===== src/rtl/if_stage.sv =====
// LA32R instruction-fetch stage: fetch PC, synchronous IROM addressing,
// response realignment and the IF/ID register with a one-entry skid buffer.
module if_stage #(
    parameter logic [31:0] RESET_PC = 32'h1C00_0000,
    parameter int          ADDR_W   = 14
) (
    input  logic              cpu_clk,
    input  logic              cpu_rst,
    input  logic              stall,
    input  logic              flush,
    input  logic [31:0]       redirect_pc,
    output logic [ADDR_W-1:0] irom_adr,
    input  logic [31:0]       irom_inst,
    output logic              id_valid,
    output logic [31:0]       id_pc,
    output logic [31:0]       id_pc4,
    output logic [31:0]       id_inst
);

    logic        issue;

    logic [31:0] pc_q, pc_d;
    logic        resp_valid_q, resp_valid_d;
    logic [31:0] resp_pc_q, resp_pc_d;
    logic        skid_valid_q, skid_valid_d;
    logic [31:0] skid_pc_q, skid_pc_d;
    logic [31:0] skid_inst_q, skid_inst_d;
    logic        id_valid_q, id_valid_d;
    logic [31:0] id_pc_q, id_pc_d;
    logic [31:0] id_inst_q, id_inst_d;

    assign issue = !flush && !stall;

    // Redirect targets are word-aligned by masking the low bits.
    always_comb begin
        pc_d         = pc_q;
        resp_valid_d = issue;
        resp_pc_d    = pc_q;
        if (flush) begin
            pc_d = redirect_pc & ~32'h3;
        end else if (issue) begin
            pc_d = pc_q + 32'd4;
        end
    end

    // IF/ID and skid update: flush beats stall, skid drains before the live response.
    always_comb begin
        skid_valid_d = skid_valid_q;
        skid_pc_d    = skid_pc_q;
        skid_inst_d  = skid_inst_q;
        id_valid_d   = id_valid_q;
        id_pc_d      = id_pc_q;
        id_inst_d    = id_inst_q;
        if (flush) begin
            id_valid_d   = 1'b0;
            id_inst_d    = 32'h0;
            skid_valid_d = 1'b0;
        end else if (stall) begin
            if (resp_valid_q) begin
                skid_valid_d = 1'b1;
                skid_pc_d    = resp_pc_q;
                skid_inst_d  = irom_inst;
            end
        end else if (skid_valid_q) begin
            id_valid_d = 1'b1;
            id_pc_d    = skid_pc_q;
            id_inst_d  = skid_inst_q;
            if (resp_valid_q) begin
                skid_pc_d   = resp_pc_q;
                skid_inst_d = irom_inst;
            end else begin
                skid_valid_d = 1'b0;
            end
        end else if (resp_valid_q) begin
            id_valid_d = 1'b1;
            id_pc_d    = resp_pc_q;
            id_inst_d  = irom_inst;
        end else begin
            id_valid_d = 1'b0;
            id_inst_d  = 32'h0;
        end
    end

    always_ff @(posedge cpu_clk or posedge cpu_rst) begin
        if (cpu_rst) begin
            pc_q         <= RESET_PC;
            resp_valid_q <= 1'b0;
            resp_pc_q    <= 32'h0;
            skid_valid_q <= 1'b0;
            skid_pc_q    <= 32'h0;
            skid_inst_q  <= 32'h0;
            id_valid_q   <= 1'b0;
            id_pc_q      <= 32'h0;
            id_inst_q    <= 32'h0;
        end else begin
            pc_q         <= pc_d;
            resp_valid_q <= resp_valid_d;
            resp_pc_q    <= resp_pc_d;
            skid_valid_q <= skid_valid_d;
            skid_pc_q    <= skid_pc_d;
            skid_inst_q  <= skid_inst_d;
            id_valid_q   <= id_valid_d;
            id_pc_q      <= id_pc_d;
            id_inst_q    <= id_inst_d;
        end
    end

    assign irom_adr = pc_q[ADDR_W+1:2];
    assign id_valid = id_valid_q;
    assign id_pc    = id_pc_q;
    assign id_pc4   = id_pc_q + 32'd4;
    assign id_inst  = id_inst_q;

endmodule


===== config.mk =====
export PLATFORM = sky130hd
export DESIGN_NAME = if_stage
export DESIGN_NICKNAME = d
export VERILOG_FILES = /design/src/rtl/if_stage.sv
export SDC_FILE = /design/constraint.sdc
export NUM_CORES = 1
export LEC_CHECK = 0
export CORE_ASPECT_RATIO = 0.6
export CORE_MARGIN = 2
export CORE_UTILIZATION = 46
export CTS_CLUSTER_SIZE = 16
export DETAILED_ROUTE_END_ITERATION = 10
export MAX_ROUTING_LAYER = met4
export PLACE_DENSITY_LB_ADDON = 0.15
export SLEW_MARGIN = 25
export SYNTH_ARGS = -nofsm -noshare
export SYNTH_HDL_FRONTEND = slang
export SYNTH_SLANG_ARGS = --single-unit

===== constraint.sdc =====
create_clock -name cpu_clk -period 6.3 [get_ports cpu_clk]
set_clock_uncertainty 0.15 [all_clocks]
set_input_delay 1.26 -clock cpu_clk [delete_from_list [all_inputs] [get_ports cpu_clk]]
set_output_delay 1.26 -clock cpu_clk [all_outputs]
set_load 0.02 [all_outputs]

Yosys cells after proc, flatten, opt, wreduce, memory -nomap -nowiden:

Index checks and enable logic that the tools add are counted.

* input bits: 68
* register bits: 195
* logic and storage cells: 45
* output and inout port bits: 111

* bitwise gates (word level): 2
* reductions and logical operators: 8
* muxes and demuxes: 22
* add/subtract/negate cells: 2
* equal/unequal tests: 2

Operators with widths (count)
* 32-bit 2-to-1 mux: 14
* 32-bit by 3-bit adder with 32-bit output, second input constant: 2
* 1-bit 2-to-1 mux: 8
* 2-bit nonzero test: 3
* 3-bit by 1-bit != test with 1-bit output, second input constant: 1
* 3-bit AND reduction: 1
* 1-bit zero test: 2
* 2-bit by 1-bit != test with 1-bit output, second input constant: 1
* 1-bit inverter: 2
* 2-bit AND reduction: 1
* 1-bit logical AND: 1

Longest topological paths before layout:

Gate-level depths: netlist of run 1.

* depth after elaboration: 4
* gate-level depth with buffers: 7
* depth with buffers taken out: 5

Least setup slack after synthesis of run 1:

Ideal clock, no wire load.

* path kind: register to output
* start: reg id_pc_q[9], in the netlist id_pc[9]
* end: out id_pc4[25]
* arrival: 1.811 ns
* cell stages (with the launch flop): 6
* data required time: 4.890 ns
* buffers on the path: 1
* setup slack: 3.079 ns
* cell sequence: dfrtp_1 -> and4_1 -> nand3_1 -> clkbuf_1 -> nor4_1 -> xor2_1

* word-level cells in the longest chain between the ends: 1

Ends and longest elaborated chain
* start, declared: line 29 `logic [31:0] id_pc_q, id_pc_d;`
* start signal, assigned: line 103 `id_pc_q <= id_pc_d;`
* 32-bit by 3-bit adder with 32-bit output: line 111 `assign id_pc4 = id_pc_q + 32'd4;`
* end, declared: line 16 `output logic [31:0] id_pc4,`

Every way passes these cells.

Final worst setup path of run 1:

* start: reg id_pc_q[7], in the netlist id_pc[7]
* end: out id_pc4[27]

The elaborated chain is that of the path after synthesis.

==> PnR_summary.wiki, run 1 <==
{| class="wikitable"
! Metric !! Value
|-
| Status || completed
|-
| Portion of the post-synthesis area used by sequential elements || 0.5537
|-
| Number of diodes added for antenna fixing || 0
|-
| Worst-Skew Late Latency || 440 ps
|-
| Antenna violations before repair || 0
|-
| Portion of synthesized cell area occupied by the leading cell type || 0.5444
|-
| Flops & latches, synth || 187
|-
| Total length of routed wires || 20,370 µm
|-
| Die Width || 179.1 µm
|-
| Total gr overflow || 0
|-
| Number of post-CTS setup repair buffers || 0
|-
| Reg-to-reg setup timing slack || 3620 ps
|-
| # clock sinks || 187
|-
| Floorplan core area || 18,020 µm²
|-
| End-of-flow core utilization || 0.6035
|-
| Hold crit path type || flip-flop to flip-flop
|-
| Setup repair after global routing missed its margin || false
|-
| H-tree level count || 4
|-
| Count of nets left with antenna violations after detail routing || 0
|-
| Post-CTS Resized || 0
|-
| Cells after synthesis || 753
|-
| Largest net degree at the start of global routing || 188
|-
| Hold buffer count at cts || 0
|-
| Effective utilization at floorplan || 0.4694
|-
| Worst slew margin || 0.3798
|-
| HPWL after detailed placement || 14,010 µm
|-
| Post-layout min period || 4221 ps
|-
| Largest cells by area after synthesis || sky130_fd_sc_hd__dfrtp_1, sky130_fd_sc_hd__mux2_2, sky130_fd_sc_hd__mux2i_1
|-
| Vias post-DR || 6,352
|-
| Final estimated routing congestion in global placement || 0.8089
|-
| Highest net fanout along the worst path || 7
|-
| Leading register cell type out of synthesis || sky130_fd_sc_hd__dfrtp_1
|-
| Worst Tran Pin Value || 924.6 ps
|-
| TritonCTS clock tree || built
|-
| Endpoint kind of the worst setup timing path || primary output
|-
| Placed cell count || 1,107
|-
| Static leakage || 4.318 nW
|-
| Critical hold path startpoint || pc_q[28]
|-
| Fill cell instance count of the final layout || 1,421
|-
| Number of violations of the max-capacitance limit || 0
|-
| Worst Slack Setup Final || 2079 ps
|-
| Length of the first detailed-routing pass in iterations || 5
|-
| First-pass GRT wire length || 32,620 µm
|-
| Final Net Count || 957
|-
| Synthesis warning total || 0
|-
| Total power divided by cell area || 322.9 nW/µm²
|-
| Register clock-pin slew on the reported worst setup and hold paths || 70 ps
|-
| Number of distinct library cell variants in the gate-level netlist after synthesis || 40
|-
| Number of global-route vias before repair || 6,073
|-
| Number of enable flip-flop cells after synthesis || 0
|-
| Total count of hold-check failures in the final report || 0
|-
| Final Instance Count excl. Fillers || 1,140
|-
| WL/cell || 17.87 µm
|-
| Area of the die || 19,520 µm²
|-
| Startpoint type of the worst setup path || flip-flop
|-
| Clock buffer count from CTS || 17
|-
| Global-route usage over all layers || 0.2251
|-
| Endpoint arrival time on the critical path || 2810 ps
|-
| Setup Slack @ Placement || 2280 ps
|-
| Boundary Pins || 179
|-
| Max clock buf depth || 2
|-
| Crit share post-route || 0.6699
|-
| Synth async-reset ratio || 1.000
|-
| Share of final-layout standard cells stronger than drive strength 1 || 0.1278
|-
| Crit Path Class || flip-flop to primary output
|-
| Final-report max-slew violation count || 0
|-
| Vertical extent of the die || 109.0 µm
|-
| Synth area leader || sky130_fd_sc_hd__dfrtp_1
|-
| Max VDD drop || 165.8 µV
|-
| Accumulated negative setup slack || 0 ps
|-
| Clock Root Buffer || sky130_fd_sc_hd__clkbuf_16
|-
| Vias/cell || 5.572
|-
| Post-synthesis to final-layout area growth || 28.57%
|-
| RR Startpoint || pc_q[2]
|-
| Crit path launch || id_pc[7]
|-
| Worst endpoint required time || 4890 ps
|-
| Fmax || 236.9 MHz
|-
| Post-synthesis cell area || 8458 µm²
|-
| Avg Synthesized Cell Area || 11.23 µm²
|-
| Number of cell rows || 38
|-
| Overall power of the completed layout || 0.003511 W
|-
| Residual DRC count || 0
|-
| Count of routing violations after the opening detailed-route iteration || 547
|-
| Finish-stage setup viols || 0
|-
| Port Buffer Count || 172
|}
[worst max-delay path: stages (launching register included)]
cell,delay (ps)
sky130_fd_sc_hd__dfrtp_1,490
sky130_fd_sc_hd__and4_1,300
sky130_fd_sc_hd__nand4_1,340
sky130_fd_sc_hd__nor4_1,420
sky130_fd_sc_hd__xor2_1,200
sky130_fd_sc_hd__clkdlybuf4s50_1,630
[registers in the layout, indices dropped and copies added, names as in the netlist]
name	count
id_inst	32
id_valid	1
pc_q	30
resp_pc_q	30
resp_valid_q	1
skid_valid_q	1
skid_pc_q	30
skid_inst_q	32
id_pc	30
[layer usage]
layer | global-route usage | wire, µm
met2 | 0.2860 | 8281
met4 | 0.06272 | 269
met1 | 0.3409 | 10240
met3 | 0.06869 | 1588
met5 | - | 0
[metrics by stage]
stage               hold slack [ps]  area, µm²
finish                        287.7      10870
global route                  290.4      10870
CTS                           277.2      10840
detailed placement            268.0      10240
global placement              254.2      10220
floorplan                     216.5       8473
[logic make-up after synthesis]
| logic type | share of synthesized area |
|---|---|
| AND/OR/NAND/NOR | 0.1504 |
| flip-flops | 0.5537 |
| AO/OA/AOI/OAI | 0.08832 |
| multiplexers | 0.1192 |
| buffers and inverters | 0.04453 |
| XOR/XNOR | 0.04038 |
| adder cells (fa/ha/maj) | 0.002958 |
| other | 0.0004434 |
[power by group]
group          internal (W)  switching (W)
logic              0.000441       0.000415
clock network      0.000546       0.000515
registers           0.00140       0.000196
total               0.00238        0.00113
[synth_stat cells, drive strengths merged, types with 16 or more instances]
library cell	n
dfrtp	184
a221oi	31
mux2	62
o21ai	16
clkbuf	47
mux2i	31
nor2b	33
nor3	39
buf	21
nor2	51
xnor2	25
nand3	26
nand2	33
a21oi	34
[path summary, 6_finish.rpt]
check / depth (start not counted) / end
worst max-delay path: 5 / id_pc4[27]
worst min-delay path: 0 / resp_pc_q[28]
worst max register to register: 5 / pc_q[20]
worst min register to register: 0 / resp_pc_q[28]
max in group asynchronous: 4 / skid_valid_q
min in group asynchronous: 3 / skid_inst_q[23]
[cell type report]
class                           instances  area [µm²]  share of cell area
Clock buffer                           18       439.2             0.04039
Clock inverter                         14       157.7             0.01450
Inverter                               10       41.29            0.003797
Multi-Input combinational cell        491        3427              0.3152
Sequential cell                       187        4684              0.4308
Tap cell                              240       300.3             0.02761
Timing Repair Buffer                  180        1824              0.1678
[layout by cell type (no fill, tap or decap), types with 16 or more instances in the layout]
cell	count
sky130_fd_sc_hd__dfrtp_1	183
sky130_fd_sc_hd__clkbuf_16	17
sky130_fd_sc_hd__nand2_1	33
sky130_fd_sc_hd__nor2_1	50
sky130_fd_sc_hd__o21ai_0	16
sky130_fd_sc_hd__xnor2_1	25
sky130_fd_sc_hd__a221oi_1	31
sky130_fd_sc_hd__mux2_2	62
sky130_fd_sc_hd__a21oi_1	34
sky130_fd_sc_hd__clkdlybuf4s50_1	170
sky130_fd_sc_hd__nor3_1	39
sky130_fd_sc_hd__mux2i_1	31
sky130_fd_sc_hd__nor2b_1	32
sky130_fd_sc_hd__nand3_1	26
(Power assumes the default switching activity.)
==> run 2: changes to the inputs <==
Settings changed: CORE_UTILIZATION 46 to 51.
Clock period 6.3 ns to 4.35 ns, I/O delays scaled along.
==> run 2 against run 1 <==
Against the previous run:
- setup slack lost 1600 ps
- final cell count fell by 2.6%
- critical path type unchanged
- power increased by 46%
- flip-flop and latch count did not move
- count of clock-buffer cells in the layout shrank 1
- register-to-register slack got worse by 2000 ps
- non-clock buffer count up 1
- critical endpoint is now id_pc4[28]
- via count rose by 0.49%
- routed wire length decreased by 0.13%
- sequential share of layout area increased by 0.19 points
- largest cell class unchanged
==> PnR_summary.wiki, run 2 (same netlist as run 1, synthesis figures left out) <==
{| class="wikitable"
! Metric !! Value
|-
| Crit Path Class || flip-flop to primary output
|-
| Count of routing violations after the opening detailed-route iteration || 610
|-
| WL/cell || 18.33 µm
|-
| Vertical extent of the die || 103.8 µm
|-
| Clock buffer count from CTS || 17
|-
| Fmax || 260.2 MHz
|-
| Number of global-route vias before repair || 6,032
|-
| Finish-stage setup viols || 0
|-
| Total length of routed wires || 20,350 µm
|-
| Worst endpoint required time || 3330 ps
|-
| Post-synthesis to final-layout area growth || 27.99%
|-
| Endpoint arrival time on the critical path || 2820 ps
|-
| Port Buffer Count || 172
|-
| Critical hold path startpoint || pc_q[28]
|-
| # clock sinks || 187
|-
| Switching Share || 0.3105
|-
| Status || completed
|-
| Crit path max-delay family || simple AND/OR/NAND/NOR gates
|-
| End-of-flow core utilization || 0.6676
|-
| Depth of the worst register-to-register path || 5
|-
| Sequential share of power || 0.450
|-
| Accumulated negative setup slack || 0 ps
|-
| Residual DRC count || 0
|-
| Crit share post-route || 0.8834
|-
| Final estimated routing congestion in global placement || 0.8474
|-
| Reported net switching power || 0.001591 W
|-
| Global-route usage over all layers || 0.2456
|-
| Boundary Pins || 179
|-
| CP cell instances || and4_1 > nand3_1 > nor4_1 > xor2_1 > clkdlybuf4s50_1
|-
| Register cell area after layout || 4684 µm²
|-
| Vias post-DR || 6,383
|-
| Most frequent standard cell in the layout excluding fill and tap cells || sky130_fd_sc_hd__dfrtp_1
|-
| Cell at the slowest stage of the critical path || sky130_fd_sc_hd__clkdlybuf4s50_1
|-
| Number of cell rows || 36
|-
| Clock network fraction of total power || 0.308
|-
| Length of the first detailed-routing pass in iterations || 5
|-
| Area of the die || 17,660 µm²
|-
| Largest net degree at the start of global routing || 90
|-
| Floorplan core area || 16,220 µm²
|-
| Register clock-pin slew on the reported worst setup and hold paths || 70 ps
|-
| Number of diodes added for antenna fixing || 0
|-
| HPWL after detailed placement || 14,070 µm
|-
| Crit path launch || id_pc[9]
|-
| Number of violations of the max-capacitance limit || 0
|-
| Max clock buf depth || 2
|-
| Commonest non-fill, non-tap cells in the layout || sky130_fd_sc_hd__dfrtp_1, sky130_fd_sc_hd__clkdlybuf4s50_1, sky130_fd_sc_hd__mux2_2
|-
| Die Width || 170.3 µm
|-
| Effective utilization at floorplan || 0.5216
|-
| Max VDD drop || 314.7 µV
|-
| P_int || 0.003532 W
|-
| H-tree level count || 4
|-
| Count of nets left with antenna violations after detail routing || 0
|-
| Total gr overflow || 0
|-
| Worst Tran Pin Value || 702.4 ps
|-
| Highest net fanout along the worst path || 11
|-
| Cell count of the worst hold path || 0
|-
| Clock Root Buffer || sky130_fd_sc_hd__clkbuf_16
|-
| Share of final-layout standard cells stronger than drive strength 1 || 0.1287
|-
| Post-CTS Resized || 0
|-
| Hold crit path type || flip-flop to flip-flop
|-
| Final Net Count || 958
|-
| Number of post-CTS setup repair buffers || 0
|-
| Vias/cell || 5.750
|-
| TritonCTS clock tree || built
|-
| First-pass GRT wire length || 32,780 µm
|-
| Static leakage || 4.312 nW
|-
| Setup repair after global routing missed its margin || false
|-
| RR Startpoint || pc_q[2]
|-
| Worst-Skew Late Latency || 430 ps
|-
| Delay of the slowest critical-path stage || 620 ps
|-
| Antenna violations before repair || 0
|-
| Area taken by multi-input logic gates || 3427 µm²
|-
| Total count of hold-check failures in the final report || 0
|-
| Fill cell instance count of the final layout || 1,226
|-
| Endpoint kind of the worst setup timing path || primary output
|-
| Hold buffer count at cts || 0
|-
| Worst path buffer plus inverter count || 1
|-
| Post-layout min period || 3843 ps
|-
| Worst slew margin || 0.5317
|-
| Stages on the worst setup path || 5
|-
| Combinational power share || 0.242
|-
| Total power divided by cell area || 473.2 nW/µm²
|-
| Final-report max-slew violation count || 0
|-
| Startpoint type of the worst setup path || flip-flop
|}
[run 2: changes by cell type in the layout (fill, tap and decap cells not counted), moves of 2 or more]
cell                         delta
sky130_fd_sc_hd__bufinv_16      +2
sky130_fd_sc_hd__inv_6          -2
sky130_fd_sc_hd__clkinv_4       +3
sky130_fd_sc_hd__buf_16         -2
sky130_fd_sc_hd__clkinv_8       -3
sky130_fd_sc_hd__clkinvlp_4     +2
sky130_fd_sc_hd__buf_4          +2
[run 2: final cells by class]
| cell class | instances | area share |
|---|---|---|
| Clock buffer | 17 | 0.03930 |
| Clock inverter | 15 | 0.01676 |
| Inverter | 10 | 0.003814 |
| Multi-Input combinational cell | 491 | 0.3166 |
| Sequential cell | 187 | 0.4327 |
| Tap cell | 209 | 0.02416 |
| Timing Repair Buffer | 181 | 0.1667 |
[run 2: metrics by stage]
stage	setup WS [ps]	hold slack (ps)	area, µm²	cells	total power [W]
global route	296.6	294.6	10830	1110	0.005376
CTS	498.7	281.4	10820	1110	0.005161
finish	507.0	284.0	10830	1110	0.005123
detailed placement	974.1	266.4	10210	1078	0.003577
global placement	1113	237.5	10210	1078	0.003525
floorplan	926.0	216.5	8473	756	0.002987
[run 2: power groups by stage]
stage	registers (W)	logic, W	clock network, W
6_report	0.00230	0.00124	0.00158
5_1_grt	0.00235	0.00133	0.00170
4_1_cts	0.00230	0.00125	0.00161
3_5_place_dp	0.00233	0.00125	0
3_3_place_gp	0.00230	0.00122	0
2_1_floorplan	0.00235	0.000639	0
[run 2: worst paths after layout]
path / slack, ps / to
hold reg to reg: 280 / resp_pc_q[28]
setup / recovery: 510 / id_pc4[28]
setup reg to reg: 1660 / pc_q[30]
min in group asynchronous: 690 / skid_inst_q[27]
hold / removal: 280 / resp_pc_q[28]
max in group asynchronous: 2490 / pc_q[3]
[run 2: layer usage]
metal	wire, µm	up-vias	part of all wire	track usage
li1	-	2972	-	-
met1	10190	3148	0.50	0.3863
met2	8663	236	0.43	0.3214
met3	1221	27	0.060	0.05006
met4	272	0	0.013	0.06349
met5	0	-	0	-
==> run 3: changes to the inputs <==
Settings changed: TNS_END_PERCENT set to 20.
==> results of run 3 <==
Same layout as run 2: the final DEF is identical, and so are final timing and power.
